<file path="src/rtl/sio_rx_buffer.sv">
// Serial receive front-end: oversampled 8N1 deserialiser feeding a small
// first-word-fall-through FIFO with a valid/ready read port and sticky error flags.
module sio_rx_buffer #(
    parameter int OVS        = 16,
    parameter int DEPTH_LOG2 = 3
) (
    input  logic                  clk_i,
    input  logic                  rst_i,
    input  logic                  rxd_i,
    input  logic                  tick16_i,
    output logic [7:0]            rd_data_o,
    output logic                  rd_valid_o,
    input  logic                  rd_ready_i,
    output logic [DEPTH_LOG2:0]   fifo_count_o,
    output logic                  overrun_o,
    output logic                  frame_err_o,
    input  logic                  err_clr_i,
    output logic [1:0]            state_o
);
    localparam int DEPTH = 1 << DEPTH_LOG2;
    localparam int TW    = $clog2(OVS);
    localparam logic [TW-1:0]       T_MID    = TW'(OVS / 2 - 1);
    localparam logic [TW-1:0]       T_END    = TW'(OVS - 1);
    localparam logic [DEPTH_LOG2:0] FULL_CNT = (DEPTH_LOG2 + 1)'(DEPTH);

    typedef enum logic [1:0] {
        S_IDLE  = 2'd0,
        S_START = 2'd1,
        S_DATA  = 2'd2,
        S_STOP  = 2'd3
    } state_t;

    // Read port handshake: a byte leaves the FIFO on any clk edge where
    // rd_valid_o & rd_ready_i; rd_data_o is stable while rd_valid_o is high
    // and unpopped, and rd_ready_i has no effect while rd_valid_o is low.

    logic                  rxd_meta_q, rxd_s_q;
    state_t                state_q, state_d;
    logic [TW-1:0]         tcnt_q, tcnt_d;
    logic [2:0]            bit_q, bit_d;
    logic [7:0]            shreg_q, shreg_d;
    logic                  push_req, ferr_set;
    logic [DEPTH_LOG2:0]   wr_ptr_q, wr_ptr_d, rd_ptr_q, rd_ptr_d, count;
    logic [7:0]            mem_q [DEPTH];
    logic                  full, pop, do_push, ovr_set;
    logic                  overrun_q, overrun_d, frame_err_q, frame_err_d;

    always_ff @(posedge clk_i or posedge rst_i) begin
        if (rst_i) begin
            rxd_meta_q <= 1'b1;
            rxd_s_q    <= 1'b1;
        end else begin
            rxd_meta_q <= rxd_i;
            rxd_s_q    <= rxd_meta_q;
        end
    end

    always_ff @(posedge clk_i or posedge rst_i) begin
        if (rst_i) begin
            state_q <= S_IDLE;
            tcnt_q  <= '0;
            bit_q   <= '0;
            shreg_q <= '0;
        end else begin
            state_q <= state_d;
            tcnt_q  <= tcnt_d;
            bit_q   <= bit_d;
            shreg_q <= shreg_d;
        end
    end

    always_comb begin
        state_d  = state_q;
        tcnt_d   = tcnt_q;
        bit_d    = bit_q;
        shreg_d  = shreg_q;
        push_req = 1'b0;
        ferr_set = 1'b0;
        if (tick16_i) begin
            case (state_q)
                S_IDLE: begin
                    if (!rxd_s_q) begin
                        state_d = S_START;
                        tcnt_d  = '0;
                    end
                end
                S_START: begin
                    if (tcnt_q == T_MID) begin
                        if (rxd_s_q) begin
                            state_d = S_IDLE;
                        end else begin
                            state_d = S_DATA;
                            tcnt_d  = '0;
                            bit_d   = '0;
                        end
                    end else begin
                        tcnt_d = tcnt_q + 1'b1;
                    end
                end
                S_DATA: begin
                    if (tcnt_q == T_END) begin
                        shreg_d = {rxd_s_q, shreg_q[7:1]};
                        tcnt_d  = '0;
                        if (bit_q == 3'd7) state_d = S_STOP;
                        else               bit_d   = bit_q + 1'b1;
                    end else begin
                        tcnt_d = tcnt_q + 1'b1;
                    end
                end
                default: begin
                    // Stop sample lands mid-bit, so IDLE can see the next start edge.
                    if (tcnt_q == T_END) begin
                        if (rxd_s_q) push_req = 1'b1;
                        else         ferr_set = 1'b1;
                        state_d = S_IDLE;
                        tcnt_d  = '0;
                    end else begin
                        tcnt_d = tcnt_q + 1'b1;
                    end
                end
            endcase
        end
    end

    assign count      = wr_ptr_q - rd_ptr_q;
    assign full       = (count == FULL_CNT);
    assign rd_valid_o = (count != '0);
    assign pop        = rd_valid_o & rd_ready_i;
    // A full FIFO still accepts a byte when the head leaves on the same edge.
    assign do_push    = push_req & (~full | pop);
    assign ovr_set    = push_req & full & ~pop;

    assign wr_ptr_d    = wr_ptr_q + {{DEPTH_LOG2{1'b0}}, do_push};
    assign rd_ptr_d    = rd_ptr_q + {{DEPTH_LOG2{1'b0}}, pop};
    assign overrun_d   = (overrun_q & ~err_clr_i) | ovr_set;
    assign frame_err_d = (frame_err_q & ~err_clr_i) | ferr_set;

    always_ff @(posedge clk_i or posedge rst_i) begin
        if (rst_i) begin
            wr_ptr_q    <= '0;
            rd_ptr_q    <= '0;
            overrun_q   <= 1'b0;
            frame_err_q <= 1'b0;
        end else begin
            wr_ptr_q    <= wr_ptr_d;
            rd_ptr_q    <= rd_ptr_d;
            overrun_q   <= overrun_d;
            frame_err_q <= frame_err_d;
        end
    end

    always_ff @(posedge clk_i) begin
        if (do_push) mem_q[wr_ptr_q[DEPTH_LOG2-1:0]] <= shreg_q;
    end

    assign rd_data_o    = rd_valid_o ? mem_q[rd_ptr_q[DEPTH_LOG2-1:0]] : 8'h00;
    assign fifo_count_o = count;
    assign overrun_o    = overrun_q;
    assign frame_err_o  = frame_err_q;
    assign state_o      = state_q;

endmodule
</file>
<file path="config.mk">
export PLATFORM = sky130hd
export DESIGN_NAME = sio_rx_buffer
export DESIGN_NICKNAME = d
export VERILOG_FILES = /design/src/rtl/sio_rx_buffer.sv
export SDC_FILE = /design/constraint.sdc
export NUM_CORES = 1
export LEC_CHECK = 0
export ABC_AREA = 1
export CORE_AREA = 2 2 96 98
export DETAILED_ROUTE_END_ITERATION = 7
export DIE_AREA = 0 0 98 100
export PLACE_DENSITY = 0.67
export SYNTH_ARGS = -nofsm -noshare
export SYNTH_HDL_FRONTEND = slang
export SYNTH_SLANG_ARGS = --single-unit
export TNS_END_PERCENT = 20
</file>
<file path="constraint.sdc">
create_clock -name clk_i -period 6.3 [get_ports clk_i]
set_input_delay 1.26 -clock clk_i [delete_from_list [all_inputs] [get_ports clk_i]]
set_output_delay 1.26 -clock clk_i [all_outputs]
set_load 0.02 [all_outputs]
</file>
== Word-level counts from Yosys, hierarchy flattened ==
Memory sizes are Yosys's and may differ from the RTL's.
Cells that the tools add are included.

* Eq/ne operators: 12
* $mul: 0
* Divide/modulo/power cells: 0
* Shift operators: 0
* Magnitude comparators: 0
* Muxes and demuxes: 27
* Reduce and logical (&&, ||, !) cells: 8
* $add $sub $neg: 5
* Bitwise operators: 12

{| class="wikitable"
|+ Operator list
! kind !! number
|-
| 2-bit two-way mux || 6
|-
| 3-bit two-way mux || 4
|-
| 4-bit two-way mux || 3
|-
| 2-bit inequality test (second input constant) || 6
|-
| 6-bit AND reduction || 2
|-
| 1-bit two-way mux || 10
|-
| 4-bit by 1-bit adder with 4-bit output || 2
|-
| 4-bit == test (second input constant) || 2
|-
| 8-bit two-way mux || 1
|-
| 4-bit one-hot mux with 2 select lines || 1
|-
| 1-bit AND || 6
|-
| 2-bit one-hot mux with 3 select lines || 1
|-
| 3-bit one-hot mux with 2 select lines || 1
|-
| 4-bit by 1-bit adder with 4-bit output (second input constant) || 1
|-
| 4-bit by 3-bit == test with 1-bit output (second input constant) || 1
|-
| 4-bit nonzero test || 1
|-
| 4-bit subtractor || 1
|-
| 3-bit by 1-bit adder with 3-bit output (second input constant) || 1
|-
| 3-bit == test (second input constant) || 1
|-
| 1-bit inverter || 3
|-
| 1-bit bitwise OR || 3
|-
| 3-bit AND reduction || 1
|-
| 3-bit nonzero test || 1
|-
| 3-bit OR reduction || 1
|-
| 4 further kinds || 4
|}

* Bits in latches: 0
* Bits in read-only memories: 0
* Register bits: 29
* Bits in writable memories: 64
* Memories: 1

{| class="wikitable"
|+ Memory list
! name !! depth !! bits a word !! rd ports !! clocked after Yosys merged registers in !! wr ports !! line !! source
|-
| mem_q || 8 || 8 || 1 || 0 || 1 || 44 || <nowiki>logic [7:0] mem_q [DEPTH];</nowiki>
|}

== Logic depth before layout (Yosys ltp) ==
Gate-level depths: netlist of the first run.

* Depth after elaboration: 7
* Depth in mapped cells: 14
* Depth with buffers taken out: 13

== Least setup slack after synthesis of the first run ==
No wires, ideal clock.

* Path type: register to output
* From: register rd_ptr_q[1]
* To: output port rd_data_o[0]
* Required time: 5,040 ps
* Arrival time: 1,916 ps
* Path buffers: 2
* Cell stages (with the launch flop): 9
* Path slack: 3,124 ps
* Cell sequence: dfrtp_1 -> buf_4 -> inv_2 -> buf_4 -> fa_1 -> nor2_1 -> nand3_2 -> nor2_8 -> nor2_1

* Word-level cells in the longest chain between the ends: 3
* Elaborated cells between the ends (all ways): 4
* Classes of those cells: add/sub (1); mux (1); reduce/logical (1); memory (1)

{| class="wikitable"
|+ Ends and longest elaborated chain
! item !! line !! source
|-
| from (decl) || 43 || <nowiki>logic [DEPTH_LOG2:0] wr_ptr_q, wr_ptr_d, rd_ptr_q, rd_ptr_d, count;</nowiki>
|-
| from (signal assigned) || 146 || <nowiki>rd_ptr_q <= rd_ptr_d;</nowiki>
|-
| 4-bit subtractor || 125 || <nowiki>assign count = wr_ptr_q - rd_ptr_q;</nowiki>
|-
| named net fifo_count_o[1] || 14 || <nowiki>output logic [DEPTH_LOG2:0] fifo_count_o,</nowiki>
|-
| 4-bit nonzero test || 127 || <nowiki>assign rd_valid_o = (count != '0);</nowiki>
|-
| 8-bit two-way mux || 156 || <nowiki>assign rd_data_o = rd_valid_o ? mem_q[rd_ptr_q[DEPTH_LOG2-1:0]] : 8'h00;</nowiki>
|-
| to (decl) || 11 || <nowiki>output logic [7:0] rd_data_o,</nowiki>
|}

The timed path passes the listed nets, and every way through them passes these cells.

== Worst setup path after layout of the first run ==
* From: register rd_ptr_q[1]
* To: output port rd_data_o[5]

* Word-level cells in the longest chain between the ends: 3
* Elaborated cells between the ends (all ways): 4
* Classes of those cells: add/sub (1); mux (1); reduce/logical (1); memory (1)

{| class="wikitable"
|+ Ends and longest elaborated chain
! item !! line
|-
| 4-bit subtractor || 125
|-
| 4-bit nonzero test || 127
|-
| 8-bit two-way mux (*) || 156
|}

Mark *: on every way between the ends. The rest lies on a longest branch, timed or not.

==> flow_metrics.env, run 1 <==
export IMPL_slew_headroom_pct=41.8
export IMPL_ant_nets=0
export IMPL_syn_avg_cell_area_um2=10.2
export IMPL_yosysSeqAreaShare_pct=62.4
export IMPL_dpl_hpwl_um=5250
export IMPL_crit_slowest_cell="dfrtp_1"
export IMPL_crit_type="reg -> out"
export IMPL_cts_clk_slew_worst_paths_ns=0.09
export IMPL_final_common_cell="nand2_1"
export IMPL_hold_start="rxd_meta_q"
export IMPL_port_buffers=22
export IMPL_holdPathStages=0
export IMPL_slew_violations=0
export IMPL_die_h_um=100
export IMPL_ys_dominant_reg_cell="edfxtp_1"
export IMPL_worst_slew_pin_slew_ns=0.870
export IMPL_hold_viol=0
export IMPL_regToRegStartpoint="rd_ptr_q[1]"
export IMPL_die_x_um=98
export IMPL_clock_sinks=93
export IMPL_crit_family="buffers and inverters"
export IMPL_finalCriticalPeriod_ns=4.39
export IMPL_antenna_found_initial=0
export IMPL_critPathMaxStageDelay_ns=0.79
export IMPL_vdd_ir_drop_max_mv=0.193
export IMPL_nFillCells=794
export IMPL_critPathMostFrequentCell="nor2_1"
export IMPL_syn_to_final_growth_pct=11.0
export IMPL_avgRoutedWirePerCell_um=14.0
export IMPL_grt_setup_unrepaired="no"
export IMPL_drc=0
export IMPL_multiInputGateArea_um2=1390
export IMPL_synthArstFlopShare_pct=31.2
export IMPL_syn_num_nets=434
export IMPL_rrSetupSlack_ns=3.06
export IMPL_grt_pass1_vias=2788
export IMPL_row_count=35
export IMPL_grt_pass1_wl_um=13300
export IMPL_clk_latency_ns=0.36
export IMPL_hp_class="reg -> reg"
export IMPL_synth_area_um2=4250
export IMPL_layout_common_cells="nand2_1, edfxtp_1, nand3_1"
export IMPL_routed_wl_um=7800
export IMPL_finalPower_mw=1.97
export IMPL_critPathArrivalTime_ns=3.13
export IMPL_path_buf_inv=2
export IMPL_fin_nets=456
export IMPL_critical_path_startpoint_type="register"
export IMPL_yosys_cell_types_count=34
export IMPL_min_to="rxd_s_q"
export IMPL_final_core_utilization_pct=53.1
export IMPL_critPathRequiredTime_ns=5.04
export IMPL_num_vias=2782
export IMPL_post_cts_buffers=0
export IMPL_fin_tns_setup_ns=0
export IMPL_cts_htree_levels=3
export IMPL_antennaDiodeCount=0
export IMPL_power_density_nw_per_um2=417
export IMPL_gp_congestion=0.808
export IMPL_synth_seq_cells=93
export IMPL_fp_coreArea_um2=8890
export IMPL_yosysWarnings=0
export IMPL_setup_violations_final=0
export IMPL_path_max_fanout=19
export IMPL_fmax_mhz=228
export IMPL_track_usage_pct=17.4
export IMPL_skew_ns=0.00929
export IMPL_synthCells=417
export IMPL_avgViaCountPerCell=5.01
export IMPL_firstDrtPassIters=4
export IMPL_critPathCaptureType="output pin"
export IMPL_cts_hold_buffers=0
export IMPL_final_seq_area_um2=2650
export IMPL_start_util_pct=47.8
export IMPL_regToRegEndpoint="mem_q[4][4]"
export IMPL_cts_root_buf="clkbuf_8"
export IMPL_cts_buffers=9
export IMPL_dr_first_iter_drc_count=124
export IMPL_synth_edf_count=64
export IMPL_cap_viol_max_count=0
export IMPL_outcome="finished clean"
export IMPL_p_leak_nw=2.08
export IMPL_reg2reg_depth=8
export IMPL_cts_resized=0
export IMPL_cp_cell_sequence="inv_2, fa_1, nor2_1, nand3_2, nor2_8, nor2_1, clkdlybuf4s50_1"
export IMPL_min_period_over_period_pct=69.7
export IMPL_drive_above_1_share_pct=9.46
export IMPL_cts_max_path_buffers=2
export IMPL_dieArea_um2=9800
export IMPL_io_pins=23
export IMPL_grt_start_max_net_pins=35
export IMPL_grt_overflow=0
export IMPL_cts_tree="built"
[power by group]
| part | internal (mW) | switching (mW) | total (mW) |
|---|---|---|---|
| clock network | 0.181 | 0.208 | 0.389 |
| logic | 0.324 | 0.511 | 0.835 |
| registers | 0.682 | 0.0625 | 0.744 |
[worst max path at each step]
stage / startpoint / end / slack, ns / cells after the start
2_1_floorplan: rd_ptr_q[1] / rd_data_o[0] / 3.12 / 8
3_3_place_gp: rd_ptr_q[1] / rd_data_o[1] / 2.36 / 7
3_5_place_dp: rd_ptr_q[1] / rd_data_o[3] / 2.28 / 7
4_1_cts: rd_ptr_q[1] / rd_data_o[3] / 1.89 / 7
5_1_grt: rd_ptr_q[1] / rd_data_o[7] / 1.73 / 7
6_report: rd_ptr_q[1] / rd_data_o[5] / 1.91 / 7
[synthesized netlist by cell type, drive strengths merged (2+ instances only)]
| cell | instances | share of area (%) |
|---|---|---|
| nand2 | 175 | 16 |
| edfxtp | 64 | 45 |
| nand3 | 53 | 7.0 |
| dfrtp | 27 | 16 |
| nor2 | 27 | 3.0 |
| inv | 24 | 2.1 |
| buf | 13 | 2.2 |
| ha | 10 | 2.9 |
| xor2 | 5 | 1.0 |
| o21ai | 4 | 0.65 |
| and2 | 2 | 0.35 |
| dfstp | 2 | 1.2 |
| nor3 | 2 | 0.50 |
[kinds of logic after synthesis]
kind of cell,synth area share [%]
fa+ha+maj,3.42
xor+xnor,1.03
buf+inv,4.83
compound gates,1.12
flops,62.4
simple gates,27.2
[sequential cells by signal, summed over array words and instances (netlist names)]
signal	flops
overrun_o	1
shreg_q	8
state_o	2
mem_q	64
rd_ptr_q	4
bit_q	3
rxd_meta_q	1
wr_ptr_q	4
tcnt_q	4
rxd_s_q	1
frame_err_o	1
[worst reg2reg max path, cell delays in order (launching register included)]
cell	delay [ns]
dfrtp_1	0.79
inv_2	0.33
fa_1	0.61
nor2_1	0.06
nand3_2	0.13
nor2_2	0.07
nand3_2	0.09
nand3_2	0.11
nor2_1	0.69
[layout make-up]
| type | instances | share of cell area, % |
|---|---|---|
| inverters | 26 | 2.36 |
| repair buffers | 24 | 4.99 |
| well taps | 111 | 2.94 |
| clock buffers | 9 | 2.63 |
| multi-input cells | 285 | 29.5 |
| flip-flops and latches | 93 | 56.2 |
| clock inverters | 7 | 1.38 |
[per-layer routing]
metal  share of wire [%]  global-route usage (%)  wire (um)  up-vias
met2                  50                    29.8       3890       47
met3                 3.0                    3.27        235       14
met1                  45                    21.6       3490     1303
met4                 2.4                    8.01        187        0
li1                    -                       -          -     1418
met5                   0                       0          0        -
[through the flow]
stage	cells	worst slack (ns)	hold slack [ns]	instance area (um2)
detailed placement	539	2.28	0.348	4530
global route	555	1.73	0.366	4720
finish	555	1.91	0.361	4720
global placement	539	2.36	0.349	4530
CTS	555	1.89	0.364	4720
floorplan	417	3.12	0.345	4250
Power figures use the tool's default switching activity.
==> inputs of run 2 (changes only) <==
Settings changed: PLACE_DENSITY 0.67 to 0.69.
Clock period 6.3 ns to 3.9 ns, I/O delays scaled along.
==> flow_metrics.env, run 2 (synthesis gave the netlist of run 1 again) <==
export IMPL_outcome="finished clean"
export IMPL_antenna_found_initial=0
export IMPL_die_x_um=98
export IMPL_dr_first_iter_drc_count=142
export IMPL_slew_violations=0
export IMPL_io_pins=23
export IMPL_grt_pass1_wl_um=13700
export IMPL_finalPower_mw=3.23
export IMPL_skew_ns=0.0138
export IMPL_routed_wl_um=8090
export IMPL_clk_latency_ns=0.36
export IMPL_layout_common_cells="nand2_1, edfxtp_1, nand3_1"
export IMPL_power_density_nw_per_um2=677
export IMPL_grt_overflow=0
export IMPL_drive_above_1_share_pct=11.6
export IMPL_clockPowerShare_pct=19.9
export IMPL_seqPwrFrac_pct=36.5
export IMPL_worst_slew_pin_slew_ns=1.14
export IMPL_grt_setup_unrepaired="no"
export IMPL_cts_htree_levels=3
export IMPL_dpl_hpwl_um=5400
export IMPL_cts_max_path_buffers=2
export IMPL_clock_sinks=93
export IMPL_fmax_mhz=279
export IMPL_hold_viol=0
export IMPL_post_cts_buffers=0
export IMPL_start_util_pct=47.8
export IMPL_intPower_mw=1.94
export IMPL_cts_hold_buffers=0
export IMPL_gp_congestion=0.814
export IMPL_p_comb_share_pct=43.6
export IMPL_fin_nets=461
export IMPL_drc=0
export IMPL_path_max_fanout=11
export IMPL_p_switching_mw=1.29
export IMPL_largest_register_ffs=64
export IMPL_avgViaCountPerCell=5.04
export IMPL_hp_class="reg -> reg"
export IMPL_avgRoutedWirePerCell_um=14.5
export IMPL_syn_to_final_growth_pct=12.3
export IMPL_dieArea_um2=9800
export IMPL_track_usage_pct=17.9
export IMPL_final_common_cell="nand2_1"
export IMPL_cts_tree="built"
export IMPL_critPathRequiredTime_ns=3.12
export IMPL_cap_viol_max_count=0
export IMPL_slew_headroom_pct=24.0
export IMPL_firstDrtPassIters=4
export IMPL_dp_cells=544
export IMPL_row_count=35
export IMPL_final_cell_count_no_fill=560
export IMPL_setup_violations_final=0
export IMPL_num_vias=2825
export IMPL_critical_path_startpoint_type="register"
export IMPL_cts_buffers=9
export IMPL_grt_start_max_net_pins=34
export IMPL_critPathArrivalTime_ns=2.81
export IMPL_cts_clk_slew_worst_paths_ns=0.09
export IMPL_cts_root_buf="clkbuf_8"
export IMPL_p_leak_nw=2.10
export IMPL_port_buffers=22
export IMPL_nFillCells=784
export IMPL_fp_coreArea_um2=8890
export IMPL_finalCriticalPeriod_ns=3.59
export IMPL_crit_type="reg -> out"
export IMPL_cts_resized=0
export IMPL_die_h_um=100
export IMPL_antennaDiodeCount=0
export IMPL_vdd_ir_drop_max_mv=0.273
export IMPL_critPathCaptureType="output pin"
export IMPL_ant_nets=0
export IMPL_p_sw_share_pct=40.1
export IMPL_min_period_over_period_pct=92.0
export IMPL_grt_pass1_vias=2762
export IMPL_fin_tns_setup_ns=0
## run 2: cell count changes in the layout (fill, tap and decap cells not counted), sizes merged
cell      delta
buf          +5
clkinv       -3
clkinvlp     +3
## run 2: cell type report
class | count | area (um2) | share of cell area [%]
Clock inverter | 7 | 75.1 | 1.57
Inverter | 26 | 115 | 2.41
Clock buffer | 9 | 124 | 2.60
Tap cell | 111 | 139 | 2.91
Sequential cell | 93 | 2650 | 55.6
Multi-Input combinational cell | 285 | 1390 | 29.2
Timing Repair Buffer | 29 | 273 | 5.72
## run 2: worst paths after layout
check | startpoint | end | slack [ns] | cells after the start
max in group asynchronous | rst_i | rd_ptr_q[2] | 2.13 | 2
worst max-delay path | rd_ptr_q[2] | rd_data_o[2] | 0.31 | 8
worst min register to register | rxd_meta_q | rxd_s_q | 0.36 | 0
worst min-delay path | rxd_meta_q | rxd_s_q | 0.36 | 0
worst max register to register | rd_ptr_q[2] | mem_q[5][2] | 1.14 | 8
min in group asynchronous | rst_i | rd_ptr_q[3] | 1.01 | 2
## run 2: critical path: stages (launching register included)
cell             delay [ns]
dfrtp_2                0.50
clkinvlp_4             0.23
ha_1                   0.35
or2_1                  0.24
nand3_1                0.15
and2_4                 0.21
nor2_8                 0.06
nor2_1                 0.10
clkdlybuf4s50_1        0.61
## run 2: per-layer routing
layer	routed length [um]	vias up	share of wire, %	global-route usage (%)
met3	191	10	2.4	2.51
met1	3750	1364	46	23.8
li1	-	1417	-	-
met2	4040	34	50	30.3
met5	0	-	0	0
met4	112	0	1.4	6.73
## run 2: metrics by stage
| step | instance area (um2) | hold WS [ns] | utilization [%] | setup WS (ns) |
|---|---|---|---|---|
| after floorplan | 4250 | 0.345 | - | 1.20 |
| after global routing | 4770 | 0.370 | 53.7 | 0.134 |
| after global placement | 4570 | 0.350 | 51.4 | 0.620 |
| after CTS | 4760 | 0.365 | 53.6 | 0.0977 |
| after detailed placement | 4570 | 0.347 | 51.4 | 0.512 |
| final | 4770 | 0.362 | 53.7 | 0.312 |
## run 2: power groups by stage
stage               Combinational (mW)  Sequential [mW]  Clock (mW)
floorplan                         1.00             1.18           0
global placement                  1.39             1.19           0
detailed placement                1.42             1.20           0
CTS                               1.42             1.18       0.652
global route                      1.57             1.19       0.687
finish                            1.41             1.18       0.642
==> inputs of run 3 (changes only) <==
Settings changed: CORE_AREA 2 2 96 98 to 10 10 104 106, DIE_AREA 0 0 98 100 to 0 0 114 116, TNS_END_PERCENT 20 to 30.
==> flow_metrics.env, run 3 (synthesis gave the netlist of run 1 again) <==
export IMPL_cts_buffers=9
export IMPL_hp_class="reg -> reg"
export IMPL_cts_max_path_buffers=2
export IMPL_final_seq_area_um2=2650
export IMPL_slew_headroom_pct=53.3
export IMPL_routed_wl_um=8150
export IMPL_layout_common_cells="nand2_1, edfxtp_1, nand3_1"
export IMPL_final_common_cell="nand2_1"
export IMPL_fp_coreArea_um2=8680
export IMPL_grt_pass1_wl_um=13700
export IMPL_slew_violations=0
export IMPL_setup_violations_final=0
export IMPL_row_count=34
export IMPL_holdPathStages=0
export IMPL_drive_above_1_share_pct=11.6
export IMPL_ant_nets=0
export IMPL_min_to="rxd_s_q"
export IMPL_p_leak_nw=2.12
export IMPL_cts_root_buf="clkbuf_8"
export IMPL_dpl_hpwl_um=5560
export IMPL_io_pins=23
export IMPL_critical_path_startpoint_type="register"
export IMPL_clock_sinks=93
export IMPL_grt_overflow=0
export IMPL_start_util_pct=48.9
export IMPL_firstDrtPassIters=4
export IMPL_num_vias=2832
export IMPL_grt_pass1_vias=2815
export IMPL_power_density_nw_per_um2=685
export IMPL_fin_tns_setup_ns=0
export IMPL_nFillCells=749
export IMPL_post_cts_buffers=0
export IMPL_skew_ns=0.0122
export IMPL_critPathArrivalTime_ns=2.79
export IMPL_min_period_over_period_pct=91.5
export IMPL_rrSetupSlack_ns=1.25
export IMPL_path_max_fanout=11
export IMPL_cts_clk_slew_worst_paths_ns=0.08
export IMPL_largest_register_ffs=64
export IMPL_hold_start="rxd_meta_q"
export IMPL_syn_to_final_growth_pct=12.7
export IMPL_antenna_found_initial=0
export IMPL_cts_tree="built"
export IMPL_dieArea_um2=13200
export IMPL_regToRegEndpoint="mem_q[1][5]"
export IMPL_die_h_um=116
export IMPL_dr_first_iter_drc_count=126
export IMPL_design_area_um2=4790
export IMPL_placed_cell_area_um2=4570
export IMPL_reg2reg_depth=8
export IMPL_drc=0
export IMPL_antennaDiodeCount=0
export IMPL_grt_start_max_net_pins=33
export IMPL_multiInputGateArea_um2=1390
export IMPL_crit_type="reg -> out"
export IMPL_fin_nets=462
export IMPL_cap_viol_max_count=0
export IMPL_grt_setup_unrepaired="no"
export IMPL_gp_congestion=0.860
export IMPL_port_buffers=22
export IMPL_worst_slew_pin_slew_ns=0.698
export IMPL_vdd_ir_drop_max_mv=0.342
export IMPL_critPathRequiredTime_ns=3.12
export IMPL_hold_viol=0
export IMPL_fmax_mhz=280
export IMPL_avgRoutedWirePerCell_um=14.6
export IMPL_outcome="finished clean"
export IMPL_cts_htree_levels=3
export IMPL_regToRegStartpoint="rd_ptr_q[2]"
export IMPL_critPathCaptureType="output pin"
export IMPL_avgViaCountPerCell=5.08
export IMPL_clk_latency_ns=0.37
export IMPL_track_usage_pct=13.1
export IMPL_finalCriticalPeriod_ns=3.57
export IMPL_die_x_um=114
run 3: metrics by stage:
stage               util, %  power, mW  setup slack (ns)  hold WS, ns  cells
finish                 55.2       3.28             0.331        0.359    558
global route           55.2       3.51             0.165        0.364    558
CTS                    55.1       3.31             0.145        0.360    558
detailed placement     52.7       2.62             0.401        0.348    542
global placement       52.7       2.59             0.529        0.346    542
floorplan                 -       2.18              1.20        0.345    417
run 3: layer usage:
metal | up-vias | share of wire, % | track usage, %
met5 | - | 0 | 0
li1 | 1426 | - | -
met1 | 1345 | 43 | 15.4
met4 | 0 | 1.8 | 5.26
met2 | 49 | 50 | 22.7
met3 | 12 | 4.6 | 3.05
run 3: critical path, stage by stage, from the launching register on:
cell,delay (ns)
dfrtp_2,0.51
clkinv_2,0.20
ha_1,0.34
or2_1,0.23
nand3_1,0.14
and2_4,0.21
nor2_8,0.06
nor2_1,0.11
clkdlybuf4s50_1,0.62
run 3: worst max-delay path by stage:
stage	from	end	slack, ns	cells past startpoint
floorplan	rd_ptr_q[1]	rd_data_o[0]	1.20	8
global placement	rd_ptr_q[2]	rd_data_o[1]	0.53	8
detailed placement	rd_ptr_q[2]	rd_data_o[5]	0.40	8
CTS	rd_ptr_q[2]	rd_data_o[5]	0.14	8
global route	rd_ptr_q[2]	rd_data_o[5]	0.16	8
finish	rd_ptr_q[2]	rd_data_o[5]	0.33	8
run 3: power by group:
| group | switching (mW) | internal [mW] |
|---|---|---|
| Sequential | 0.0771 | 1.10 |
| Combinational | 0.871 | 0.533 |
| Clock | 0.335 | 0.360 |
run 3: final cells by class:
class	count	share of cell area (%)
Sequential cell	93	55.4
Multi-Input combinational cell	285	29.1
Timing Repair Buffer	30	5.85
Tap cell	108	2.82
Clock buffer	10	2.67
Inverter	26	2.35
Clock inverter	6	1.83
run 3: timing repair:
action	4_1_cts	5_1_grt
resized for setup	1	1
setup endpoints to repair	1	6
hold buffers	0	0
